$ cat src/rtl/csa_resolver_pkg.sv
// Shared types and sizing helpers for the carry-save resolver.
// Chunk count and counter width are derived here so the RTL and its users agree.
package csa_pkg;

    typedef enum logic [1:0] {
        IDLE = 2'd0,
        BUSY = 2'd1,
        DONE = 2'd2
    } state_t;

    // Number of CHUNK-wide slices needed to cover the n+2 bit result.
    function automatic int nchunk(input int n, input int chunk);
        return (n + 2 + chunk - 1) / chunk;
    endfunction

    // Counter width for the chunk index, never narrower than one bit.
    function automatic int cnt_width(input int n, input int chunk);
        int c;
        c = nchunk(n, chunk);
        if (c <= 1) begin
            return 1;
        end else begin
            return $clog2(c);
        end
    endfunction

endpackage

$ cat src/rtl/csa_resolver_chunk_adder.sv
// Combinational CHUNK-bit ripple adder used for one slice of the resolve per cycle.
module chunk_adder #(
    parameter int CHUNK = 4
) (
    input  logic [CHUNK-1:0] a,
    input  logic [CHUNK-1:0] b,
    input  logic             cin,
    output logic [CHUNK-1:0] s,
    output logic             cout
);

    logic [CHUNK:0] c_s;

    // Bit-serial ripple through the slice
    always_comb begin
        c_s    = '0;
        s      = '0;
        c_s[0] = cin;
        for (int i = 0; i < CHUNK; i++) begin
            s[i]     = a[i] ^ b[i] ^ c_s[i];
            c_s[i+1] = (a[i] & b[i]) | (a[i] & c_s[i]) | (b[i] & c_s[i]);
        end
        cout = c_s[CHUNK];
    end

endmodule

$ cat src/rtl/csa_resolver.sv
// Resolves a carry-save (sum, carry) pair into binary, CHUNK bits per cycle, LSB first.
// Valid/ready on both sides; one transaction in flight at a time.
module csa_resolver
    import csa_pkg::*;
#(
    parameter int N     = 8,
    parameter int CHUNK = 4
) (
    input  logic           clk,
    input  logic           rst,
    input  logic           in_valid,
    output logic           in_ready,
    input  logic [N-1:0]   sum_in,
    input  logic [N-1:0]   carry_in,
    output logic           out_valid,
    input  logic           out_ready,
    output logic [N+1:0]   result
);

    localparam int W   = N + 2;
    localparam int NCH = nchunk(N, CHUNK);
    localparam int PW  = NCH * CHUNK;
    localparam int CW  = cnt_width(N, CHUNK);
    localparam logic [CW-1:0] LAST_IDX = CW'(NCH - 1);

    if (CHUNK < 1 || CHUNK > N + 2) begin : g_bad_chunk
        $error("csa_resolver: CHUNK must lie in 1..N+2");
    end

    state_t           state_r;
    logic [PW-1:0]    x_r;
    logic [PW-1:0]    y_r;
    logic [PW-1:0]    res_r;
    logic [CW-1:0]    idx_r;
    logic             carry_r;
    logic             out_valid_r;

    logic [CHUNK-1:0] a_s;
    logic [CHUNK-1:0] b_s;
    logic [CHUNK-1:0] s_s;
    logic             cout_s;

    // Operands shift down each BUSY cycle, so the active chunk is always the low slice
    always_comb begin
        a_s = x_r[CHUNK-1:0];
        b_s = y_r[CHUNK-1:0];
    end

    chunk_adder #(
        .CHUNK (CHUNK)
    ) u_chunk_adder (
        .a    (a_s),
        .b    (b_s),
        .cin  (carry_r),
        .s    (s_s),
        .cout (cout_s)
    );

    // Control FSM; result fills from the top so after NCH shifts chunk 0 sits at bit 0
    always_ff @(posedge clk) begin
        if (rst) begin
            state_r     <= IDLE;
            x_r         <= '0;
            y_r         <= '0;
            res_r       <= '0;
            idx_r       <= '0;
            carry_r     <= 1'b0;
            out_valid_r <= 1'b0;
        end else begin
            case (state_r)
                IDLE: begin
                    if (in_valid) begin
                        x_r     <= PW'(sum_in);
                        y_r     <= PW'({carry_in, 1'b0});
                        idx_r   <= '0;
                        carry_r <= 1'b0;
                        state_r <= BUSY;
                    end
                end
                BUSY: begin
                    x_r     <= x_r >> CHUNK;
                    y_r     <= y_r >> CHUNK;
                    res_r   <= (res_r >> CHUNK) | (PW'(s_s) << (PW - CHUNK));
                    carry_r <= cout_s;
                    if (idx_r == LAST_IDX) begin
                        state_r     <= DONE;
                        out_valid_r <= 1'b1;
                    end else begin
                        idx_r <= idx_r + CW'(1);
                    end
                end
                DONE: begin
                    if (out_ready) begin
                        state_r     <= IDLE;
                        out_valid_r <= 1'b0;
                    end
                end
                default: begin
                    state_r     <= IDLE;
                    out_valid_r <= 1'b0;
                end
            endcase
        end
    end

    assign in_ready  = (state_r == IDLE) && !rst;
    assign out_valid = out_valid_r;
    assign result    = res_r[W-1:0];

endmodule

$ cat config.mk
export PLATFORM = sky130hd
export DESIGN_NAME = csa_resolver
export DESIGN_NICKNAME = d
export VERILOG_FILES = /design/src/rtl/csa_resolver_pkg.sv /design/src/rtl/csa_resolver_chunk_adder.sv /design/src/rtl/csa_resolver.sv
export SDC_FILE = /design/constraint.sdc
export NUM_CORES = 1
export LEC_CHECK = 0
export CAP_MARGIN = 20
export CORE_ASPECT_RATIO = 0.7
export CORE_UTILIZATION = 25
export DETAILED_ROUTE_END_ITERATION = 16
export PLACE_DENSITY = 0.54
export SYNTH_ARGS = -nofsm -noshare
export SYNTH_HDL_FRONTEND = slang
export SYNTH_SLANG_ARGS = --single-unit
$ cat constraint.sdc
create_clock -name clk -period 2 [get_ports clk]
set_input_delay 0.4 -clock clk [delete_from_list [all_inputs] [get_ports clk]]
set_output_delay 0.4 -clock clk [all_outputs]
set_load 0.05 [all_outputs]
Word-level counts from Yosys, hierarchy flattened:

Cells that the tools add are included.

* add/sub/neg operators: 1
* $mul: 0
* divide/modulo/power cells: 0
* order comparisons: 0
* equal/unequal tests: 7
* shift-type cells: 0
* mux-type cells: 16
* bitwise gates (word level): 30
* reduce and logical (&&, ||, !) cells: 8

Operator list (count)
* one-hot mux 12 bit (2 select lines): 2
* 2-to-1 mux 12 bit: 2
* AND 1 bit: 12
* bitwise OR 8 x 12 -> 12 bit: 1
* 2-to-1 mux 2 bit: 5
* AND reduction 3 bit: 3
* inequality test 2 bit, second input constant: 4
* bitwise OR 1 bit: 8
* XOR 1 bit: 8
* one-hot mux 2 bit (3 select lines): 1
* equality test 2 bit, second input constant: 2
* one-hot mux 2 bit (2 select lines): 1
* 2-to-1 mux 1 bit: 3
* one-hot mux 1 bit (3 select lines): 1
* adder 2 x 1 -> 2 bit, second input constant: 1
* equality test 2 x 1 -> 1 bit, second input constant: 1
* zero test 2 bit: 1
* one-hot mux 1 bit (2 select lines): 1
* AND reduction 2 bit: 1
* nonzero test 2 bit: 1
* logical AND 1 bit: 1
* zero test 1 bit: 1
* inverter 1 bit: 1

* register bits after elaboration: 42
* bits in latches: 0
* bits in writable memories: 0
* bits in read-only memories: 0
* memories: 0

Depth between registers and ports, before layout:

* word-level depth: 13
* mapped depth: 8
* depth with buffers taken out: 8

By module:

Synthesis repeated with hierarchy kept, for this count alone.

* cell total of the unflattened synthesis: 184
* area, all modules: 1582.8 µm²

By module, submodules not included
* csa_resolver: times used 1, cells an instance 170, area each 1465.2 µm², sequential area each 700.7 µm²
* chunk_adder: times used 1, cells an instance 14, area each 117.6 µm², sequential area each 0.0 µm²

Least setup slack after synthesis:

OpenSTA, ideal clock, no wires.

* path type: input -> output
* start point: in rst
* end point: out in_ready
* arrival: 1.835 ns
* slack: -0.235 ns
* stages on the path: 3
* cells stage by stage: clkbuf_1 -> clkbuf_1 -> nor3_1

* longest elaborated chain between the ends: 2

Ends and longest elaborated chain
* start, declared: RTL line csa_resolver.sv:10 `input logic rst,`
* zero test 1 bit: RTL line csa_resolver.sv:106 `assign in_ready = (state_r == IDLE) && !rst;`
* logical AND 1 bit: RTL line csa_resolver.sv:106
* end, declared: RTL line csa_resolver.sv:12 `output logic in_ready,`

Every way passes these cells.

Final worst setup path:

* start point: reg carry_r
* end point: reg res_r[11]

* longest elaborated chain between the ends: 11
* elaborated cells on any way between the ends: 14
* classes of those cells: 14 x bitwise

Ends and longest elaborated chain
* start, declared: RTL line csa_resolver.sv:35 `logic carry_r;`
* start signal, assigned: RTL line csa_resolver.sv:84 `carry_r <= cout_s;`
* AND 1 bit: RTL line csa_resolver_chunk_adder.sv:21 `c_s[i+1] = (a[i] & b[i]) | (a[i] & c_s[i]) | (b[i] & c_s[i]);`
* bitwise OR 1 bit: RTL line csa_resolver_chunk_adder.sv:21
* bitwise OR 1 bit *: RTL line csa_resolver_chunk_adder.sv:21
* AND 1 bit: RTL line csa_resolver_chunk_adder.sv:21
* bitwise OR 1 bit: RTL line csa_resolver_chunk_adder.sv:21
* bitwise OR 1 bit *: RTL line csa_resolver_chunk_adder.sv:21
* AND 1 bit: RTL line csa_resolver_chunk_adder.sv:21
* bitwise OR 1 bit: RTL line csa_resolver_chunk_adder.sv:21
* bitwise OR 1 bit *: RTL line csa_resolver_chunk_adder.sv:21
* XOR 1 bit *: RTL line csa_resolver_chunk_adder.sv:20 `s[i] = a[i] ^ b[i] ^ c_s[i];`
* net s_s[3]: RTL line csa_resolver.sv:40 `logic [CHUNK-1:0] s_s;`
* bitwise OR 8 x 12 -> 12 bit *: RTL line csa_resolver.sv:83 `res_r <= (res_r >> CHUNK) | (PW'(s_s) << (PW - CHUNK));`
* end signal, assigned: RTL line csa_resolver.sv:83
* end, declared: RTL line csa_resolver.sv:33 `logic [PW-1:0] res_r;`

The timed path passes the listed nets; every way through them passes the cells marked *.
A chain may end at the register's enable or synchronous reset.

==> results.txt <==
via count = 1,197
Nets = 220
post-synthesis async set-or-reset flop share = 0%
clk sinks = 35
Slew HR = 62.3%
RSZ-0062 raised after global routing = true
distinct cell type count after synthesis = 30
commonest non-fill, non-tap cell in the layout = dfxtp_1
number of flops mapped to enable cells by yosys = 0
Worst-path clk slew = 0.07 ns
max incr delay on CP = 0.49 ns
post-layout util = 33.8%
min cycle time layout = 1.98 ns
Gate Count Post-Synth = 174
Core ar. = 0.00590 mm²
DR iter-0 viols = 38
CP Launch Type = flop
row count = 23
Max Fclk = 0.504 GHz
CTS buffer count = 5
post-route DRC violation count = 0
synth-to-layout area growth = 26.7%
vias in the first global route = 1,090
Worst Path Required = 2.21 ns
Final WS setup = 0.0155 ns
Root Driver = clkbuf_8
area of the multi-input gates = 713 µm²
H-tree depth = 2
HP Class = reg2reg
cells along the critical path = inv_2, fa_1, inv_1, fa_2, fa_2, fa_1, nand2_1, a21oi_1
Final period util = 99.2%
DP Cell Count = 263
Setup Skew = 0.00449 ns
Die Ht = 68.4 µm
Fillers = 611
PnR Total Power = 1.58 mW
die width = 96.8 µm
critical path fanouts, max = 2
max cap viols = 0
Place WS = -0.0846 ns
commonest non-fill, non-tap cells in the layout = 33 x dfxtp_1, 31 x nand2_1, 30 x clkdlybuf4s50_1
share of cells above drive strength 1 = 14.8%
Starting Density = 26.7%
leading area contributor after synthesis = dfxtp_1
final cell count without fillers = 271
Routed WL = 3.16 mm
largest net degree at the start of global routing = 36
Post-DRT Antenna Nets = 0
Sum Neg Setup Slack = 0 ns
Worst path slowest cell = fa_1
Mean Syn Cell Area = 9.04 µm²
Synth area leaders = dfxtp_1 45%, nand2_1 7.4%, a21oi_1 7.0%, buf_4 5.3%, fa_1 5.1%
global-route wire length before repair = 5.10 mm
status = finished clean
Sequential Area = 703 µm²
placed wire-length estimate = 2.15 mm
Worst-Margin Slew = 0.564 ns
Pwr per Cell Area = 792 mW/mm²
initial antenna violation count = 0
Max Buffers Root-to-Sink = 2
GRT overflow = 0
CP Data Arrival Time = 2.19 ns
hold slack = 0.455 ns
ANT cells = 0
clock latency on the worst-skew pair = 0.28 ns
mapped cell area = 0.00157 mm²
CTS tree = built
# setup viols final = 0
Setup Buffers After CTS = 0
#FFs+latches synth = 35
Hold Buf Count CTS = 0
Post-Synthesis Net Count = 199
post-route cell area = 0.00199 mm²
leakage power = 0.715 nW
final slew viol count = 0
Max VDD drop = 235 µV
number of warnings issued by yosys = 0
Ports = 32
Worst Setup Path Type = reg2reg
WL/cell = 11.7 µm
share of the synthesized area in the top cell type = 44.6%
gr usage total = 9.81%
Die ar. = 0.00662 mm²
IO Port Bufs = 31
via/cell ratio = 4.42
Final Hold Viols = 0
CP endpoint kind = flop
sequential area share after synthesis = 44.6%
dpl cell area = 0.00188 mm²
Main synth FF type = dfxtp_1
gpl congestion = 0.699
DRT Pass-1 Iters = 4
==> final timing paths <==
check | startpoint | end | slack [ns] | depth (start not counted)
worst max-delay path | carry_r | res_r[11] | 0.02 | 8
worst min-delay path | res_r[10] | res_r[6] | 0.45 | 2
worst max register to register | carry_r | res_r[11] | 0.02 | 8
worst min register to register | res_r[10] | res_r[6] | 0.45 | 2
==> cells by family (layout without fill, tap and decap cells) <==
logic type / after synthesis / in the layout / share of synthesized area [%]
simple gates: 60 / 60 / 17.3
compound gates: 48 / 48 / 21.6
flops: 35 / 35 / 44.6
buf+inv: 26 / 48 / 10.7
fa+ha+maj: 5 / 5 / 5.89
==> report_power, final <==
part | switching [mW] | internal, mW
Combinational | 0.136 | 0.116
Sequential | 0.0333 | 0.737
Clock | 0.241 | 0.314
==> critical path: cells and delay by family (launching register included) <==
kind / cells / cell delay, ns
buffers and inverters: 2 / 0.10
DFF: 1 / 0.32
adders and majority gates: 4 / 1.32
and+or+nand+nor: 1 / 0.05
AOI/OAI and AO/OA: 1 / 0.13
==> per-layer routing <==
| layer | vias to the layer above | GRT usage (%) | part of all wire [%] |
|---|---|---|---|
| met1 | 552 | 13.1 | 52 |
| met2 | 21 | 14.6 | 43 |
| met4 | 0 | 2.80 | 0.25 |
| li1 | 622 | - | - |
| met5 | - | 0 | 0 |
| met3 | 2 | 3.88 | 4.3 |
==> timing repair <==
item	CTS	global route
pin swaps	0	1
cloned	0	0
gates resized for setup	3	4
endpoints found under the setup margin	2	2
endpoints found under the hold margin	0	0
==> layout make-up <==
| cell class | instances | share of cell area [%] |
|---|---|---|
| inverter | 5 | 0.942 |
| sequential | 35 | 35.3 |
| multi-input combinational | 113 | 35.8 |
| timing repair buffer | 35 | 18.2 |
| tap | 75 | 4.71 |
| clock buffer | 8 | 5.03 |
==> flip-flops by register name, summed over array words and instances, names as in the netlist <==
register	cells
x_r	8
res_r	12
state_r	2
idx_r	2
carry_r	1
out_valid	1
y_r	9
==> cell usage after synthesis (all sizes together), types with 2 or more instances <==
library cell	number
or3	2
fa	4
a211oi	8
a21oi	23
nor2	21
o211ai	2
nand2	31
dfxtp	35
clkbuf	4
buf	17
a22oi	10
inv	5
(Power assumes the default switching activity.)
